<file path="src/rtl/pc_gen_if.sv">
// Fetch-PC control bundle between the hazard/stall/branch logic (master)
// and the PC generator (slave).
interface pc_gen_if #(
    parameter int XLEN = 32
);
    logic            start_i;
    logic            pc_write_i;
    logic            mem_stall_i;
    logic            redirect_valid_i;
    logic [XLEN-1:0] redirect_pc_i;
    logic            jump_valid_i;
    logic [XLEN-1:0] jump_pc_i;
    logic            call_i;
    logic            ret_i;
    logic [XLEN-1:0] pc_o;
    logic            pc_valid_o;
    logic            ras_empty_o;

    modport master (
        output start_i, pc_write_i, mem_stall_i, redirect_valid_i, redirect_pc_i,
        output jump_valid_i, jump_pc_i, call_i, ret_i,
        input  pc_o, pc_valid_o, ras_empty_o
    );

    modport slave (
        input  start_i, pc_write_i, mem_stall_i, redirect_valid_i, redirect_pc_i,
        input  jump_valid_i, jump_pc_i, call_i, ret_i,
        output pc_o, pc_valid_o, ras_empty_o
    );
endinterface

</file>
<file path="src/rtl/pc_gen.sv">
// Fetch-stage program-counter generator: next-PC selection across redirects,
// return-address-stack predictions, jumps and sequential fetch, with a start/idle sequencer.
module pc_gen #(
    parameter int              XLEN      = 32,
    parameter logic [XLEN-1:0] RESET_VEC = '0,
    parameter int              INC       = 4,
    parameter int              RAS_DEPTH = 4
) (
    input  logic     clk_i,
    input  logic     rst_i,
    pc_gen_if.slave  bus
);
    localparam int PW = $clog2(RAS_DEPTH);
    localparam int CW = PW + 1;

    typedef enum logic {IDLE, RUN} state_e;

    state_e          state_q, state_d;
    logic [XLEN-1:0] pc_q, pc_d;
    logic [XLEN-1:0] pc_inc;
    logic            pend_valid_q, pend_valid_d;
    logic [XLEN-1:0] pend_pc_q, pend_pc_d;
    logic [PW-1:0]   top_q, top_d;
    logic [CW-1:0]   cnt_q, cnt_d;
    logic [XLEN-1:0] ras_q [RAS_DEPTH];
    logic            push;
    logic            redirect_adv, seq_adv;
    logic            pc_valid;

    assign pc_inc       = pc_q + XLEN'(INC);
    assign redirect_adv = ~bus.mem_stall_i;
    assign seq_adv      = bus.pc_write_i & ~bus.mem_stall_i;

    always_ff @(posedge clk_i or posedge rst_i) begin
        if (rst_i) state_q <= IDLE;
        else       state_q <= state_d;
    end

    always_comb begin
        state_d = state_q;
        case (state_q)
            IDLE:    if (bus.start_i)  state_d = RUN;
            RUN:     if (!bus.start_i) state_d = IDLE;
            default: state_d = IDLE;
        endcase
    end

    always_comb begin
        pc_valid = (state_q == RUN);
    end

    // Next-PC selection; leaving RUN (or sitting idle) flushes RAS and pending redirect.
    always_comb begin
        pc_d         = pc_q;
        pend_valid_d = pend_valid_q;
        pend_pc_d    = pend_pc_q;
        top_d        = top_q;
        cnt_d        = cnt_q;
        push         = 1'b0;
        if (state_q != RUN || !bus.start_i) begin
            pc_d         = RESET_VEC;
            pend_valid_d = 1'b0;
            cnt_d        = '0;
            top_d        = '1;
        end else begin
            if (bus.mem_stall_i && bus.redirect_valid_i) begin
                pend_valid_d = 1'b1;
                pend_pc_d    = bus.redirect_pc_i;
            end
            if (redirect_adv && (bus.redirect_valid_i || pend_valid_q)) begin
                pc_d         = bus.redirect_valid_i ? bus.redirect_pc_i : pend_pc_q;
                pend_valid_d = 1'b0;
            end else if (seq_adv) begin
                if (bus.ret_i && cnt_q != '0) begin
                    pc_d  = ras_q[top_q];
                    top_d = top_q - PW'(1);
                    cnt_d = cnt_q - CW'(1);
                end else if (bus.jump_valid_i) begin
                    pc_d = bus.jump_pc_i;
                    if (bus.call_i) begin
                        push  = 1'b1;
                        top_d = top_q + PW'(1);
                        // A full stack overwrites its oldest slot, which is the one top_d lands on.
                        if (cnt_q != CW'(RAS_DEPTH)) cnt_d = cnt_q + CW'(1);
                    end
                end else begin
                    pc_d = pc_inc;
                end
            end
        end
    end

    always_ff @(posedge clk_i or posedge rst_i) begin
        if (rst_i) begin
            pc_q         <= RESET_VEC;
            pend_valid_q <= 1'b0;
            top_q        <= '1;
            cnt_q        <= '0;
        end else begin
            pc_q         <= pc_d;
            pend_valid_q <= pend_valid_d;
            top_q        <= top_d;
            cnt_q        <= cnt_d;
        end
    end

    always_ff @(posedge clk_i) begin
        pend_pc_q <= pend_pc_d;
        if (push) ras_q[top_d] <= pc_inc;
    end

    assign bus.pc_o        = pc_q;
    assign bus.pc_valid_o  = pc_valid;
    assign bus.ras_empty_o = (cnt_q == '0);
endmodule

</file>
<file path="src/flat_wrapper.sv">
// flat-port wrapper written by rule: the top's interface ports become plain ports
module pc_gen_flat 
#(
    parameter int              XLEN      = 32,
    parameter logic [XLEN-1:0] RESET_VEC = '0,
    parameter int              INC       = 4,
    parameter int              RAS_DEPTH = 4
)
  (clk_i, rst_i, bus_start_i, bus_pc_write_i, bus_mem_stall_i, bus_redirect_valid_i, bus_redirect_pc_i, bus_jump_valid_i, bus_jump_pc_i, bus_call_i, bus_ret_i, bus_pc_o, bus_pc_valid_o, bus_ras_empty_o);
  pc_gen_if #(.XLEN(XLEN)) bus_i ();
  input  logic clk_i;
  input  logic rst_i;
  input wire logic [$bits(bus_i.start_i)-1:0] bus_start_i;
  input wire logic [$bits(bus_i.pc_write_i)-1:0] bus_pc_write_i;
  input wire logic [$bits(bus_i.mem_stall_i)-1:0] bus_mem_stall_i;
  input wire logic [$bits(bus_i.redirect_valid_i)-1:0] bus_redirect_valid_i;
  input wire logic [$bits(bus_i.redirect_pc_i)-1:0] bus_redirect_pc_i;
  input wire logic [$bits(bus_i.jump_valid_i)-1:0] bus_jump_valid_i;
  input wire logic [$bits(bus_i.jump_pc_i)-1:0] bus_jump_pc_i;
  input wire logic [$bits(bus_i.call_i)-1:0] bus_call_i;
  input wire logic [$bits(bus_i.ret_i)-1:0] bus_ret_i;
  output wire logic [$bits(bus_i.pc_o)-1:0] bus_pc_o;
  output wire logic [$bits(bus_i.pc_valid_o)-1:0] bus_pc_valid_o;
  output wire logic [$bits(bus_i.ras_empty_o)-1:0] bus_ras_empty_o;
  assign bus_i.start_i = bus_start_i;
  assign bus_i.pc_write_i = bus_pc_write_i;
  assign bus_i.mem_stall_i = bus_mem_stall_i;
  assign bus_i.redirect_valid_i = bus_redirect_valid_i;
  assign bus_i.redirect_pc_i = bus_redirect_pc_i;
  assign bus_i.jump_valid_i = bus_jump_valid_i;
  assign bus_i.jump_pc_i = bus_jump_pc_i;
  assign bus_i.call_i = bus_call_i;
  assign bus_i.ret_i = bus_ret_i;
  assign bus_pc_o = bus_i.pc_o;
  assign bus_pc_valid_o = bus_i.pc_valid_o;
  assign bus_ras_empty_o = bus_i.ras_empty_o;
  pc_gen #(.XLEN(XLEN), .RESET_VEC(RESET_VEC), .INC(INC), .RAS_DEPTH(RAS_DEPTH)) u_core (.clk_i(clk_i), .rst_i(rst_i), .bus(bus_i));
endmodule
</file>
<file path="config.mk">
export PLATFORM = sky130hd
export DESIGN_NAME = pc_gen_flat
export DESIGN_NICKNAME = d
export VERILOG_FILES = /design/src/rtl/pc_gen_if.sv /design/src/rtl/pc_gen.sv /design/src/flat_wrapper.sv
export SDC_FILE = /design/constraint.sdc
export NUM_CORES = 1
export LEC_CHECK = 0
export ABC_AREA = 0
export CAP_MARGIN = 20
export CORE_UTILIZATION = 60
export CTS_CLUSTER_DIAMETER = 120
export DETAILED_ROUTE_END_ITERATION = 6
export HOLD_SLACK_MARGIN = 0.12
export PLACE_DENSITY_LB_ADDON = 0.25
export SLEW_MARGIN = 10
export SYNTH_ARGS = -nofsm -noshare
export SYNTH_HDL_FRONTEND = slang
export SYNTH_SLANG_ARGS = --single-unit
</file>
<file path="constraint.sdc">
create_clock -name clk_i -period 9.1 [get_ports clk_i]
set_input_delay 0.91 -clock clk_i [delete_from_list [all_inputs] [get_ports clk_i]]
set_output_delay 0.91 -clock clk_i [all_outputs]
set_load 0.03 [all_outputs]
</file>
==> reports/qor_table.md <==
| Metric | This run |
|:---|:---|
| Path type of the worst min-delay path | register to register |
| Net count reported at finish | 836 |
| Result of the run | finished clean |
| Leading area contributor after synthesis | sky130_fd_sc_hd__edfxtp_1 |
| Most instantiated library cell after synthesis | sky130_fd_sc_hd__edfxtp_1 |
| VDD IR-drop max | 0.158 mV |
| Number of maximum-capacitance violations | 0 |
| #FFs+latches synth | 199 |
| Violation count after the first detailed-routing iteration | 1104 |
| Global-route wire length before repair | 38400 µm |
| Core outline area | 15100 µm² |
| Async set-reset flop share out of synthesis | 19.6% |
| Netlist Area Pre-Place | 9270 µm² |
| CTS Buffer Depth | 2 |
| Post-Route Utilization | 73.1% |
| Share of the cycle needed by the critical path after routing | 44.6% |
| Antenna fix cells | 0 |
| # fillers | 988 |
| Standard-cell rows | 45 |
| DRT Pass-1 Iters | 5 |
| Detail Route Antenna Nets | 0 |
| Leading register cell type out of synthesis | sky130_fd_sc_hd__edfxtp_1 |
| Clock slew seen by the registers of the worst setup and hold paths | 0.07 ns |
| Top Ports | 107 |
| Routed length on met2 | 12100 µm |
| Area of all placed cells without fillers | 11100 µm² |
| Routability cong. | 0.893 |
| Vias per inst | 6.94 |
| Overall die width | 126 µm |
| Register-to-Register Setup Slack | 5.43 ns |
| Final-report max-slew violation count | 0 |
| P_leak | 3.99 nW |
| Via count of the first global-routing pass | 6750 |
| Drc violations | 0 |
| Clock period minus final worst setup slack | 4.06 ns |
| Post-route setup slack | 5.04 ns |
| IO Port Bufs | 106 |
| Largest net degree at the start of global routing | 42 |
| Synth Warn # | 0 |
| Post-route setup TNS | 0 ns |
| Vias | 6676 |
| Hold bufs inserted after CTS | 0 |
| CP startpoint | bus_ret_i |
| TritonCTS clock tree | done |
| Initial antenna violation count | 0 |
| Number of cells produced by synthesis | 665 |
| Type of element capturing the critical path | register |
| Number of enable-type register cells in the synthesized netlist | 160 |
| Most frequent cells after synthesis | sky130_fd_sc_hd__edfxtp_1, sky130_fd_sc_hd__nor2_1, sky130_fd_sc_hd__dfrtp_1 |
| Total setup violations reported at the end of the flow | 0 |
| Reg2reg end | u_core.ras_q[0][22] |
| Total overflow reported by the global router | 0 |
| Mean routed wirelength per cell | 26.1 µm |
| Critical path class | input pin to register |
| Category of the worst setup path launch point | input pin |
| Routed wire length | 25100 µm |
| Ranking of synthesized cells by area | sky130_fd_sc_hd__edfxtp_1, sky130_fd_sc_hd__dfrtp_1, sky130_fd_sc_hd__mux4_2 |
| Count of buffers added by post-CTS timing repair for setup | 0 |
| Die boundary height | 126 µm |
| Die Footprint | 16000 µm² |
| Largest driver fanout on the critical path | 41 |
| Pwr/cell area | 176 nW/µm² |
| Endpoint required time on the critical path | 9.19 ns |
| Top routing layer used | met4 |
| Cell variety after synth | 73 |
| Launching point of the worst reg2reg path | u_core.cnt_q[1] |
| Setup repair after global routing missed its margin | no |
| Met3 WL post-DR | 2610 µm |
| Met1 Routed Length | 9560 µm |
| Total cell area at the placement stage | 10500 µm² |
| F_max | 246 MHz |
| Initial core utilization | 61.2% |
| TritonCTS Buffers | 17 |
| Slew of the pin with the lowest slew margin | 1.00 ns |
| CTS Root Buffer Type | sky130_fd_sc_hd__clkbuf_16 |
| Layout cell share with drive strength beyond 1 | 12.8% |
| Clk_skew | 0.0101 ns |
| Worst-Skew Late Latency | 0.43 ns |
| Worst max-slew margin expressed relative to the limit | 33.3% |
| Area growth syn-to-layout | 19.4% |
| Number of endpoints with negative hold slack in the final report | 0 |
| Number of cells on the worst reg-to-reg path | 7 |
| Synth Area per Inst | 13.9 µm² |
| Top cell type's share of synthesized area | 51.8% |
| Sequential element share of the synthesized area | 62.4% |
| Setup slack at placement | 4.67 ns |
| Number of gates resized after CTS | 0 |
| Level count of the clock H-tree | 4 |
| Global-route usage over all layers | 33.1% |
| Sinks on Clock Net | 199 |
| HPWL reported at the end of detailed placement | 16300 µm |
| Last element of the critical path | u_core.ras_q[0][22] |
| Crit path arrival time | 4.15 ns |
| Net Count, Synth | 740 |
-- routing by layer --
metal | up-vias | GRT usage [%]
li1 | 2812 | -
met1 | 3290 | 44.5
met2 | 493 | 52.7
met3 | 81 | 7.38
met4 | 0 | 14.2
met5 | - | 0
-- layout make-up --
cell class / count / area (µm²) / area share [%]
Clock buffer: 23 / 478 / 4.32
Clock inverter: 9 / 118 / 1.06
Inverter: 16 / 60.1 / 0.543
Multi-Input combinational cell: 408 / 3240 / 29.3
Sequential cell: 199 / 5780 / 52.3
Tap cell: 188 / 235 / 2.13
Timing Repair Buffer: 119 / 1150 / 10.4
-- how the worst min path moves through the flow --
stage	from	to	slack [ns]	depth (start not counted)
2_1_floorplan	u_core.bus.pc_o[0]	u_core.ras_q[0][0]	0.49	0
3_3_place_gp	u_core.bus.pc_o[0]	u_core.ras_q[0][0]	0.54	0
3_5_place_dp	u_core.bus.pc_o[0]	u_core.ras_q[0][0]	0.56	0
4_1_cts	u_core.bus.pc_o[0]	u_core.ras_q[0][0]	0.57	0
5_1_grt	u_core.bus.pc_o[0]	u_core.ras_q[0][0]	0.61	0
6_report	u_core.bus.pc_o[0]	u_core.ras_q[0][0]	0.59	0
-- critical path, stage by stage --
cell and delay [ns]:
sky130_fd_sc_hd__clkdlybuf4s50_1 0.49, sky130_fd_sc_hd__o31a_1 0.14, sky130_fd_sc_hd__buf_4 0.28, sky130_fd_sc_hd__inv_2 0.52, sky130_fd_sc_hd__nand3_1 0.40, sky130_fd_sc_hd__nor2_1 0.25
sky130_fd_sc_hd__and3_1 0.65, sky130_fd_sc_hd__buf_4 0.47
-- cells by family (layout without fill, tap and decap cells) --
group,count (synthesis),after routing,synth area share (%)
buffers and inverters,58,167,2.83
DFF,199,199,62.4
xor gates and xnor gates,30,30,2.83
AOI/OAI and AO/OA,145,145,10.7
muxes,65,65,11.4
and+or+nand+nor,166,166,9.50
adders and majority gates,2,2,0.351
-- report_power, final --
| group | switching [mW] | internal (mW) | total, mW |
|---|---|---|---|
| Clock | 0.333 | 0.430 | 0.762 |
| Sequential | 0.0202 | 0.998 | 1.02 |
| Combinational | 0.0964 | 0.0759 | 0.172 |
| Total | 0.449 | 1.50 | 1.95 |
-- flip-flops by register name (all words and copies together) (netlist names) --
name                   count
u_core.ras_q             128
u_core.top_q               2
u_core.bus.pc_valid_o      1
u_core.cnt_q               3
u_core.pend_pc_q          32
u_core.bus.pc_o           32
u_core.pend_valid_q        1
-- stage by stage --
| step | total power, mW | hold slack (ns) | std cells |
|---|---|---|---|
| floorplan | 1.12 | 0.492 | 665 |
| global placement | 1.20 | 0.543 | 930 |
| detailed placement | 1.21 | 0.557 | 930 |
| CTS | 1.95 | 0.573 | 962 |
| global route | 2.00 | 0.608 | 962 |
| finish | 1.95 | 0.590 | 962 |
-- placed cells by master, fill, tap and decap left out, types with 8 or more instances in the layout --
cell	netlist	routed
sky130_fd_sc_hd__or3_1	8	8
sky130_fd_sc_hd__inv_1	14	13
sky130_fd_sc_hd__nor3_1	16	16
sky130_fd_sc_hd__a31oi_1	8	8
sky130_fd_sc_hd__clkbuf_16	0	17
sky130_fd_sc_hd__clkdlybuf4s50_1	0	105
sky130_fd_sc_hd__buf_4	6	13
sky130_fd_sc_hd__edfxtp_1	160	160
sky130_fd_sc_hd__nand3_1	14	14
sky130_fd_sc_hd__dfrtp_1	37	37
sky130_fd_sc_hd__mux2i_1	27	27
sky130_fd_sc_hd__a21oi_1	28	28
sky130_fd_sc_hd__and3_1	10	10
sky130_fd_sc_hd__xor2_1	11	11
sky130_fd_sc_hd__o21ai_0	36	36
sky130_fd_sc_hd__mux4_2	32	32
sky130_fd_sc_hd__xnor2_1	19	19
sky130_fd_sc_hd__nand2_1	36	36
sky130_fd_sc_hd__nor2_1	40	40
Note: power is estimated with default switching activity, not from simulation.
